===== src/rtl/bin2bcd_pkg.sv =====
// Shared types and elaboration helpers for the
// sequential binary-to-BCD converter.
package bin2bcd_pkg;

  typedef enum logic [1:0] {
    IDLE  = 2'd0,
    SHIFT = 2'd1,
    DONE  = 2'd2
  } state_t;

  function automatic int cnt_width(int w);
    return (w > 1) ? $clog2(w) : 1;
  endfunction

  // True when DIGITS decimal digits can hold 2^w-1
  function automatic bit bcd_fits(int w, int d);
    longint unsigned p;
    p = 1;
    for (int i = 0; i < d; i++) p = p * 10;
    return p > ((64'd1 << w) - 64'd1);
  endfunction

endpackage


===== src/rtl/bcd_digit_adj.sv =====
// Double-dabble digit correction: add 3 when the
// digit is 5 or more, wrapping within 4 bits.
module bcd_digit_adj (
  input  logic [3:0] d,
  output logic [3:0] q
);

  assign q = (d >= 4'd5) ? d + 4'd3 : d;

endmodule


===== src/rtl/bin2bcd_seq.sv =====
// Multi-cycle shift-add-3 binary-to-BCD converter,
// one input bit per clock, start/done handshake.
module bin2bcd_seq
  import bin2bcd_pkg::*;
#(
  parameter int W      = 8,
  parameter int DIGITS = 4
) (
  input  logic                  sys_clk,
  input  logic                  reset,
  input  logic                  start,
  input  logic [W-1:0]          bin,
  output logic                  busy,
  output logic                  done,
  output logic [4*DIGITS-1:0]   bcd
);

  localparam int CW = cnt_width(W);
  localparam int BW = 4 * DIGITS;

  if (!bcd_fits(W, DIGITS)) begin : g_width_err
    $error("bin2bcd_seq: DIGITS too small for W");
  end

  state_t          state_q;
  logic [W-1:0]    shift_q;
  logic [BW-1:0]   scratch_q;
  logic [CW-1:0]   cnt_q;
  logic            busy_q;
  logic            done_q;
  logic [BW-1:0]   bcd_q;
  logic [BW-1:0]   adj;

  for (genvar g = 0; g < DIGITS; g++) begin : g_adj
    bcd_digit_adj u_adj (
      .d (scratch_q[4*g +: 4]),
      .q (adj[4*g +: 4])
    );
  end

  always_ff @(posedge sys_clk or negedge reset) begin
    if (!reset) begin
      state_q   <= IDLE;
      shift_q   <= '0;
      scratch_q <= '0;
      cnt_q     <= '0;
      busy_q    <= 1'b0;
      done_q    <= 1'b0;
      bcd_q     <= '0;
    end else begin
      done_q <= 1'b0;
      unique case (state_q)
        IDLE: begin
          if (start) begin
            shift_q   <= bin;
            scratch_q <= '0;
            cnt_q     <= CW'(W - 1);
            busy_q    <= 1'b1;
            state_q   <= SHIFT;
          end
        end
        SHIFT: begin
          // Correct then shift in one step
          scratch_q <= {adj[BW-2:0], shift_q[W-1]};
          shift_q   <= {shift_q[W-2:0], 1'b0};
          if (cnt_q == '0) state_q <= DONE;
          else cnt_q <= cnt_q - CW'(1);
        end
        DONE: begin
          bcd_q   <= scratch_q;
          done_q  <= 1'b1;
          busy_q  <= 1'b0;
          state_q <= IDLE;
        end
        default: state_q <= IDLE;
      endcase
    end
  end

  assign busy = busy_q;
  assign done = done_q;
  assign bcd  = bcd_q;

endmodule


===== config.mk =====
export PLATFORM = sky130hd
export DESIGN_NAME = bin2bcd_seq
export DESIGN_NICKNAME = d
export VERILOG_FILES = /design/src/rtl/bin2bcd_pkg.sv /design/src/rtl/bcd_digit_adj.sv /design/src/rtl/bin2bcd_seq.sv
export SDC_FILE = /design/constraint.sdc
export NUM_CORES = 1
export LEC_CHECK = 0
export CAP_MARGIN = 20
export CORE_MARGIN = 2
export CORE_UTILIZATION = 30
export CTS_BUF_LIST = sky130_fd_sc_hd__clkbuf_4 sky130_fd_sc_hd__clkbuf_8
export DETAILED_ROUTE_END_ITERATION = 6
export DONT_BUFFER_PORTS = 1
export PLACE_DENSITY = 0.43
export REMOVE_ABC_BUFFERS = 1
export SLEW_MARGIN = 20
export SYNTH_ARGS = -nofsm -noshare
export SYNTH_HDL_FRONTEND = slang
export SYNTH_HIERARCHICAL = 1
export SYNTH_SLANG_ARGS = --single-unit

===== constraint.sdc =====
create_clock -name sys_clk -period 1.37 [get_ports sys_clk]
set_input_delay 0 -clock sys_clk [delete_from_list [all_inputs] [get_ports sys_clk]]
set_output_delay 0 -clock sys_clk [all_outputs]
set_load 0.05 [all_outputs]

==> results of run 1 <==
## registers in the layout, summed over array words and instances, names as in the netlist
name,cells
bcd,16
scratch_q,16
shift_q,8
cnt_q,3
state_q,2
busy,1
done,1
## stage by stage
stage,worst slack [ps],cells
2_1_floorplan,-96.0,195
6_report,11.2,358
3_5_place_dp,-18.6,332
5_1_grt,-72.5,358
4_1_cts,6.40,354
3_3_place_gp,-19.2,332
## metal layers
| layer | up-vias | track usage [%] | wire, µm |
|---|---|---|---|
| met1 | 835 | 16.4 | 2330 |
| met4 | 0 | 3.79 | 52 |
| li1 | 825 | - | - |
| met2 | 23 | 19.1 | 2220 |
| met5 | - | 0 | 0 |
| met3 | 5 | 2.66 | 126 |
## power breakdown
part / internal [mW] / switching [mW] / total [mW] / leakage (nW)
Clock: 0.399 / 0.474 / 0.874 / 0.0491
Sequential: 1.94 / 0.487 / 2.42 / 0.596
Combinational: 1.89 / 1.97 / 3.87 / 0.809
Total: 4.23 / 2.94 / 7.16 / 1.45
## worst max path at each step
| stage | slack, ps | cells after the start | to | startpoint |
|---|---|---|---|---|
| finish | 10 | 5 | scratch_q[10] | scratch_q[8] |
| global route | -70 | 6 | scratch_q[13] | scratch_q[12] |
| floorplan | -100 | 2 | scratch_q[0] | state_q[0] |
| detailed placement | -20 | 5 | scratch_q[10] | scratch_q[8] |
| CTS | 6 | 6 | scratch_q[2] | scratch_q[1] |
| global placement | -20 | 5 | scratch_q[10] | scratch_q[8] |
## cells in the final DEF, fill, tap and decap left out, drive strengths merged
master and n:
a311oi 3, or2b 1, nor2 16, inv 15, nand2 17, clkbuf 7, xnor2 4, a21oi 12
ha 10, buf 46, nor4b 1, mux2 16, dfrtp 47, a22o 16, mux2i 4, o31ai 1
nor3 1, nand2b 9, o21ba 1, o21ai 8, dlygate4sd3 10, o22ai 12, and3 1, clkinv 1
## cell type report
| class | instances | area [µm²] | share of cell area [%] |
|---|---|---|---|
| inverters | 15 | 56.3 | 1.85 |
| flip-flops and latches | 47 | 1180 | 38.6 |
| clock inverters | 1 | 5.00 | 0.164 |
| repair buffers | 56 | 503 | 16.5 |
| clock buffers | 7 | 83.8 | 2.75 |
| multi-input cells | 133 | 1100 | 36.1 |
| well taps | 99 | 124 | 4.06 |
## timing repair
action / 4_1_cts / 5_1_grt
hold buffers: 11 / 0
resized for setup: 4 / 25
hold endpoints to repair: 57 / 0
setup buffers: 3 / 4
setup endpoints to repair: 6 / 25
pin swaps: 4 / 11
==> results.md, run 1 <==
* CP max stage delay at 450 ps
* Max-cap violations at 0
* Worst reg2reg path depth at 5
* Hold Path Cell Cnt at 2
* Placement Cell Area at 2650 µm²
* Final hold vios at 0
* H-Tree Depth at 2
* CP max FO at 3
* Routed len/inst at 13.2 µm
* Syn_area_per_cell at 11.2 µm²
* Worst setup SP type: register
* Overflow left after global routing at 0
* Final ANT Viol Nets at 0
* Syn-to-layout area delta at 34.5%
* CP Capture Type: register
* Reg2Reg Setup Slack at 10 ps
* Setup-failing EPs final at 0
* Worst Hold Class: in2reg
* # clock sinks at 47
* DRC viols at 0
* Detailed Route WL at 4730 µm
* Clk root buf: clkbuf_8
* Detailed Routing Iterations Pass 1 at 4
* Die W at 91.0 µm
* CP cell instances: ha_4 -> nand2b_4 -> a21oi_4 -> mux2i_1 -> a22o_1
* First-pass GRT wire length at 8020 µm
* GP Congestion at 0.727
* Outcome: finished clean
* Leak at 1.45 nW
* Drt initial violations at 76
* Row cnt at 31
* Post-synthesis cell count at 202
* Setup TNS at 0 ps
* CTS tree: done
* Reg clk slew, reported paths at 90 ps
* Vias per std cell at 4.72
* Largest net degree at the start of global routing at 48
* Total power draw at 7.16 mW
* Hold Path End: shift_q[0]
* Critical Path RT at 1560 ps
* Final HPWL DP at 2940 µm
* I/O pins at 29
* Max-slew violations at 0
* Hold slack final at 65.3 ps
* Core Box Area at 7290 µm²
* NumNets Final at 279
* VDD IR max at 0.809 mV
* Initial antenna violation count at 0
* Synth Warn # at 6
* Share of layout cells above drive strength 1 at 38.2%
* Diode count at 0
* Worst-skew pair later-pin latency at 300 ps
* Initial Util at 31.1%
* Vias in the first global route at 1688
* Tcrit/Tclk final at 99.2%
* PortBufs at 0
* RSZ-0062 raised after global routing: true
* CP max-delay cell: dfrtp_2
* Vias at 1688
* CP arrival at 1550 ps
* Global Route Usage Sum at 12.0%
* Final core occ at 41.8%
* Die area at 8270 µm²
* Design area at 3050 µm²
* Largest delay contributor family on the critical path: flip-flops
* Reg2reg end: scratch_q[10]
* Crit path kind: reg2reg
* Slew headroom at 70.6%
* Clock Tree Buf Depth at 2
* Fillers at 723
* Buf/Inv on CP at 0
* R2r startpoint: scratch_q[8]
* Die height at 91.0 µm
* Worst Hold Launch: start
* TritonCTS Buffers at 5
* Pwr Density at 2350 nW/µm²
* Max Freq at 0.736 GHz
* Post-Syn Area at 2270 µm²
* Worst-margin pin slew at 441 ps
* Max Clock Skew at 5.73 ps
* Minimum clock period at 1360 ps
No activity file was read; power rests on OpenSTA's default activity.
==> run 2, diff against run 1 <==
--- a/config.mk
+++ b/config.mk
@@ -13,6 +13,7 @@
 export DONT_BUFFER_PORTS = 1
 export PLACE_DENSITY = 0.43
 export REMOVE_ABC_BUFFERS = 1
+export SETUP_SLACK_MARGIN = 0.1
 export SLEW_MARGIN = 20
 export SYNTH_ARGS = -nofsm -noshare
 export SYNTH_HDL_FRONTEND = slang
==> constraint.sdc (replaced) <==
create_clock -name sys_clk -period 1.37 [get_ports sys_clk]
set_input_delay 0.274 -clock sys_clk [delete_from_list [all_inputs] [get_ports sys_clk]]
set_output_delay 0.274 -clock sys_clk [all_outputs]
set_load 0.05 [all_outputs]
==> run 2 against run 1 <==
  * The flow now finishes with violations (hold timing)
  * Sequential share of layout area increased by 1.7 points
  * Total power about the same
  * Fmax rose by 2.1%
  * Sequential power increased by 11%
  * Clock-buffer cell count unchanged
  * Wire length about the same
  * Cell count down 4.7%
  * Global-route usage increased by 0.15 points
  * Utilization is 1.7 points lower
  * Non-clock buffer count fell by 17
==> results.md, run 2 (synthesized netlist as in run 1, its figures left out) <==
* CP max-delay cell: dfrtp_1
* Clk root buf: clkbuf_8
* Vias per std cell at 4.80 (+1.8%)
* VDD IR max at 0.781 mV (-3.6%)
* Drt initial violations at 49 (-36%)
* Pwr Density at 2450 nW/µm² (+4.2%)
* # clock sinks at 47 (unchanged)
* CP arrival at 1570 ps (+20 ps)
* Routed len/inst at 13.8 µm (+4.9%)
* Worst setup SP type: register
* Reg clk slew, reported paths at 90 ps (about the same)
* Die area at 8270 µm² (unchanged)
* CP cell instances: ha_2 -> nand2b_4 -> a21oi_4 -> mux2i_1 -> a22o_1
* Setup-failing EPs final at 0 (unchanged)
* Max-cap violations at 0 (unchanged)
* CP Capture Type: register
* Final hold vios at 47 (+47)
* CP max FO at 4 (+1)
* Die height at 91.0 µm (unchanged)
* Final HPWL DP at 2980 µm (+1.5%)
* Largest delay contributor family on the critical path: flip-flops
* CTS tree: done
* Worst Hold Class: in2async
* Die W at 91.0 µm (unchanged)
* Max Freq at 0.752 GHz (+2.1%)
* Layout Cells excl Fill at 341 (-4.7%)
* TritonCTS Buffers at 5 (unchanged)
* Hold slack final at -339 ps (-404 ps)
* Tcrit/Tclk final at 97.1% (-2.1 points)
* Critical Path RT at 1600 ps (+40 ps)
* Diode count at 0 (unchanged)
* Placed Cells at 326 (-1.8%)
* H-Tree Depth at 2 (unchanged)
* Slew headroom at 67.9% (-2.8 points)
* RSZ-0062 raised after global routing: true
* Buf/Inv on CP at 0 (unchanged)
* NumNets Final at 262 (-6.1%)
* Initial antenna violation count at 0 (unchanged)
* Max Clock Skew at 9.40 ps (+3.67 ps)
* Leak at 1.38 nW (-4.8%)
* CP max stage delay at 430 ps (-20 ps)
* Largest net degree at the start of global routing at 48 (unchanged)
* Share of layout cells above drive strength 1 at 41.7% (+3.5 points)
* Initial Util at 31.1% (unchanged)
* Detailed Routing Iterations Pass 1 at 4 (unchanged)
* Crit path kind: reg2reg
* Outcome: finished with violations
* Global Route Usage Sum at 12.2% (+0.15 points)
* Core Box Area at 7290 µm² (unchanged)
* Failing checks: hold timing
* Vias in the first global route at 1699 (+0.65%)
* Row cnt at 31 (unchanged)
* Fillers at 746 (+3.2%)
* Total power draw at 7.16 mW (about the same)
* Vias at 1637 (-3.0%)
* Worst-margin pin slew at 482 ps (+41.1 ps)
* Syn-to-layout area delta at 29.1%
* Overflow left after global routing at 0 (unchanged)
* Detailed Route WL at 4720 µm (about the same)
* DRC viols at 0 (unchanged)
* PortBufs at 0 (unchanged)
* GP Congestion at 0.722 (-0.69%)
* Commonest non-fill, non-tap cell in the layout: dfrtp_1
* Most frequent cells in the layout: dfrtp_1, buf_4, mux2_2, a22o_1, nand2_1
* I/O pins at 29 (unchanged)
* Final ANT Viol Nets at 0 (unchanged)
* Worst-skew pair later-pin latency at 290 ps (about the same)
* Clock Tree Buf Depth at 2 (unchanged)
* First-pass GRT wire length at 8140 µm (+1.5%)
* Max-slew violations at 0 (unchanged)
* Minimum clock period at 1330 ps (-28.3 ps)
run 2: final timing paths:
| check | from | to | slack (ps) | depth (start not counted) |
|---|---|---|---|---|
| setup / recovery | scratch_q[12] | scratch_q[14] | 40 | 5 |
| hold / removal | reset | bcd[4] | -340 | 0 |
| setup reg to reg | scratch_q[12] | scratch_q[14] | 40 | 5 |
| hold reg to reg | bcd[10] | bcd[10] | 510 | 1 |
| max in group asynchronous | reset | state_q[1] | 1580 | 0 |
| min in group sys_clk | bin[0] | shift_q[0] | 120 | 2 |
run 2: metrics by stage:
stage	instance area [µm²]	setup slack, ps	utilization, %	hold WS, ps	TNS [ps]
2_1_floorplan	2220	-96.0	-	-21.6	-1540
3_3_place_gp	2590	-15.9	35.6	-19.8	-15.9
3_5_place_dp	2590	-9.47	35.6	-20.3	-14.6
4_1_cts	2840	59.1	38.9	-353	0
5_1_grt	2930	-47.6	40.2	-365	-102
6_report	2930	39.5	40.2	-339	0
run 2: final cells by class:
type | count | area, µm² | share of cell area [%]
Clock buffer | 7 | 83.8 | 2.86
Clock inverter | 1 | 5.00 | 0.171
Inverter | 15 | 56.3 | 1.92
Multi-Input combinational cell | 133 | 1150 | 39.4
Sequential cell | 47 | 1180 | 40.3
Tap cell | 99 | 124 | 4.23
Timing Repair Buffer | 39 | 325 | 11.1
run 2: repair_timing:
item / 4_1_cts / 5_1_grt
endpoints found under the setup margin: 36 / 23
pin swaps: 8 / 6
buffers inserted: 4 / 3
hold endpoints to repair: 47 / 47
resized for setup: 28 / 15
run 2: power breakdown:
group	internal, mW	switching (mW)	total, mW
clock	0.399	0.455	0.854
sequential	1.94	0.756	2.69
combinational	1.87	1.74	3.62
run 2: routing by layer:
| metal | vias to the layer above | GRT usage, % | wire [µm] |
|---|---|---|---|
| met4 | 0 | 3.03 | 22 |
| met1 | 814 | 15.8 | 2200 |
| li1 | 786 | - | - |
| met2 | 35 | 20.2 | 2280 |
| met5 | - | 0 | 0 |
| met3 | 2 | 3.24 | 220 |
run 2: worst reg2reg max path, cell delays in order (launching register included):
cell	delay, ps
dfrtp_1	430
ha_2	180
nand2b_4	140
a21oi_4	180
mux2i_1	200
a22o_1	150
==> run 3, diff against run 2 <==
--- a/config.mk
+++ b/config.mk
@@ -5,13 +5,13 @@
 export SDC_FILE = /design/constraint.sdc
 export NUM_CORES = 1
 export LEC_CHECK = 0
+export BUFFER_PORTS_ARGS = -buffer_cell sky130_fd_sc_hd__buf_4
 export CAP_MARGIN = 20
 export CORE_MARGIN = 2
 export CORE_UTILIZATION = 30
 export CTS_BUF_LIST = sky130_fd_sc_hd__clkbuf_4 sky130_fd_sc_hd__clkbuf_8
 export DETAILED_ROUTE_END_ITERATION = 6
-export DONT_BUFFER_PORTS = 1
-export PLACE_DENSITY = 0.43
+export PLACE_DENSITY = 0.47
 export REMOVE_ABC_BUFFERS = 1
 export SETUP_SLACK_MARGIN = 0.1
 export SLEW_MARGIN = 20
==> run 3 against run 2 <==
  * The flow now finishes without violations
  * Non-clock buffer count grew 28
  * Die area is the same
  * Combinational power grew 23%
  * Cell count grew 8.2%
  * Hold slack gained 580 ps
  * Global-route usage grew 0.35 points
  * Total power grew 9.6%
  * Clock-buffer cell count is the same
  * Critical path depth is the same
  * Highest routed layer unchanged
==> results.md, run 3 (synthesized netlist as in run 1, its figures left out) <==
* CP max-delay cell: dfrtp_1
* Psw at 3.16 mW (+7.0%)
* Routed len/inst at 14.0 µm (+0.89%)
* Share of layout cells above drive strength 1 at 50.4% (+8.6 points)
* Sequential power share at 31.5% (-6.1 points)
* Switching share of power at 40.3% (-0.96 points)
* Initial Util at 31.1% (unchanged)
* Layout Cells excl Fill at 369 (+8.2%)
* Design area at 3300 µm² (+13%)
* CP cell instances: ha_2 -> nand2b_4 -> a21oi_4 -> mux2i_1 -> a22o_1
* CP max FO at 3 (-1)
* I/O pins at 29 (unchanged)
* Final core occ at 45.3% (+5.1 points)
* Worst-margin pin slew at 302 ps (-180 ps)
* Max Freq at 0.738 GHz (-1.8%)
* Clock Tree Buf Depth at 2 (unchanged)
* Core Box Area at 7290 µm² (unchanged)
* # clock sinks at 47 (unchanged)
* Final ANT Viol Nets at 0 (unchanged)
* Worst setup SP type: register
* VDD IR max at 0.962 mV (+23%)
* Overflow left after global routing at 0 (unchanged)
* Drt initial violations at 41 (-16%)
* Comb power frac at 56.5% (+6.0 points)
* Die height at 91.0 µm (unchanged)
* RSZ-0062 raised after global routing: true
* Final hold vios at 0 (-100%)
* Most frequent cells in the layout: buf_4, dfrtp_1, a22o_1, nand2_1, mux2_4
* CTS tree: done
* Syn-to-layout area delta at 45.6%
* Vias per std cell at 4.73 (-1.4%)
* CP max stage delay at 430 ps (about the same)
* Reg clk slew, reported paths at 90 ps (about the same)
* Die area at 8270 µm² (unchanged)
* Slew headroom at 79.9% (+12 points)
* PortBufs at 28 (+28)
* Diode count at 0 (unchanged)
* Critical Path RT at 1560 ps (-40 ps)
* Initial antenna violation count at 0 (unchanged)
* TritonCTS Buffers at 5 (unchanged)
* Placed Cells at 349 (+7.1%)
* H-Tree Depth at 2 (unchanged)
* CP arrival at 1550 ps (-20 ps)
* Detailed Routing Iterations Pass 1 at 4 (unchanged)
* Final HPWL DP at 3150 µm (+5.6%)
* Max-slew violations at 0 (unchanged)
* Part of the power in the clock network at 12.0% (about the same)
* NumNets Final at 290 (+11%)
* Pwr Density at 2380 nW/µm² (-2.8%)
* DRC viols at 0 (unchanged)
* Detailed Route WL at 5160 µm (+9.2%)
* Largest delay contributor family on the critical path: flip-flops
* Minimum clock period at 1360 ps (+24.6 ps)
* Cell Int Power at 4.69 mW (+11%)
* Commonest non-fill, non-tap cell in the layout: buf_4
* Tcrit/Tclk final at 98.9% (+1.8 points)
* CP Capture Type: register
* Largest net degree at the start of global routing at 28 (-42%)
* Max-cap violations at 0 (unchanged)
* Worst-skew pair later-pin latency at 300 ps (about the same)
* Setup-failing EPs final at 0 (unchanged)
* First-pass GRT wire length at 8520 µm (+4.7%)
* Die W at 91.0 µm (unchanged)
* Global Route Usage Sum at 12.5% (+0.35 points)
* Fillers at 715 (-4.2%)
* Vias at 1746 (+6.7%)
* Buf/Inv on CP at 0 (unchanged)
* Vias in the first global route at 1757 (+3.4%)
* Max Clock Skew at 6.90 ps (-2.50 ps)
* Setup TNS at 0 ps (unchanged)
* Crit path kind: reg2reg
* Worst Hold Class: in2reg
* GP Congestion at 0.732 (+1.5%)
* Clk root buf: clkbuf_8
* Row cnt at 31 (unchanged)
* Outcome: finished clean
* Leak at 1.57 nW (+13%)
* Total power draw at 7.85 mW (+9.6%)
* Placement Cell Area at 2780 µm² (+7.1%)
==> run 3: cell count changes in the layout (fill, tap and decap cells not counted), moves of 5 or more <==
cell,before,now
buf_6,2,7
mux2_2,16,2
buf_4,35,55
mux2_4,0,14
==> run 3: worst reg2reg max path, delay by kind of cell (launching register included) <==
kind                     cells  cell delay, ps
flip-flops                   1             430
AO/OA/AOI/OAI                2             380
adder cells (fa/ha/maj)      1             200
AND/OR/NAND/NOR              1             150
multiplexers                 1             100
==> run 3: worst paths after layout <==
check	start	end	cells after the start	slack, ps
worst min register to register	bcd[2]	bcd[2]	1	520
max in group asynchronous	reset	shift_q[6]	3	530
worst max-delay path	scratch_q[8]	scratch_q[10]	5	10
min in group asynchronous	reset	bcd[6]	2	400
worst max register to register	scratch_q[8]	scratch_q[10]	5	10
worst min-delay path	bin[0]	shift_q[0]	3	240
==> run 3: layout make-up <==
| type | count | area, µm² | area share (%) |
|---|---|---|---|
| tap | 99 | 124 | 3.75 |
| clock buffer | 7 | 96.3 | 2.92 |
| clock inverter | 1 | 7.51 | 0.227 |
| inverter | 15 | 56.3 | 1.71 |
| multi-input combinational | 133 | 1250 | 38.0 |
| sequential | 47 | 1180 | 35.7 |
| timing repair buffer | 67 | 587 | 17.8 |
==> run 3: metal layers <==
layer / wire (µm) / up-vias / track usage (%)
li1: - / 849 / -
met1: 2500 / 855 / 17.4
met2: 2430 / 35 / 20.1
met3: 173 / 7 / 2.49
met4: 57 / 0 / 3.16
met5: 0 / - / 0
==> run 3: per-stage QoR <==
| step | hold slack, ps | setup WS, ps |
|---|---|---|
| after detailed placement | 191 | -15.4 |
| final | 237 | 15.0 |
| after floorplan | -21.6 | -96.0 |
| after CTS | 218 | 55.4 |
| after global routing | 227 | -60.1 |
| after global placement | 186 | -8.08 |
==> run 3: power by group through the flow <==
stage          Sequential [mW]  Clock (mW)  Combinational, mW
5_1_grt                   2.56        1.06               4.83
3_5_place_dp              2.43           0               3.45
4_1_cts                   2.44       0.994               3.93
2_1_floorplan             2.98           0               1.69
6_report                  2.47       0.940               4.44
3_3_place_gp              2.41           0               3.42
==> run 3: repair_timing <==
action                                  4_1_cts  5_1_grt
pin swaps                                     7        9
gates resized for setup                      25       47
endpoints found under the hold margin        20        0
setup buffers                                 6        4
hold buffers                                  1        0
endpoints found under the setup margin       36       38
gates cloned                                  0        1
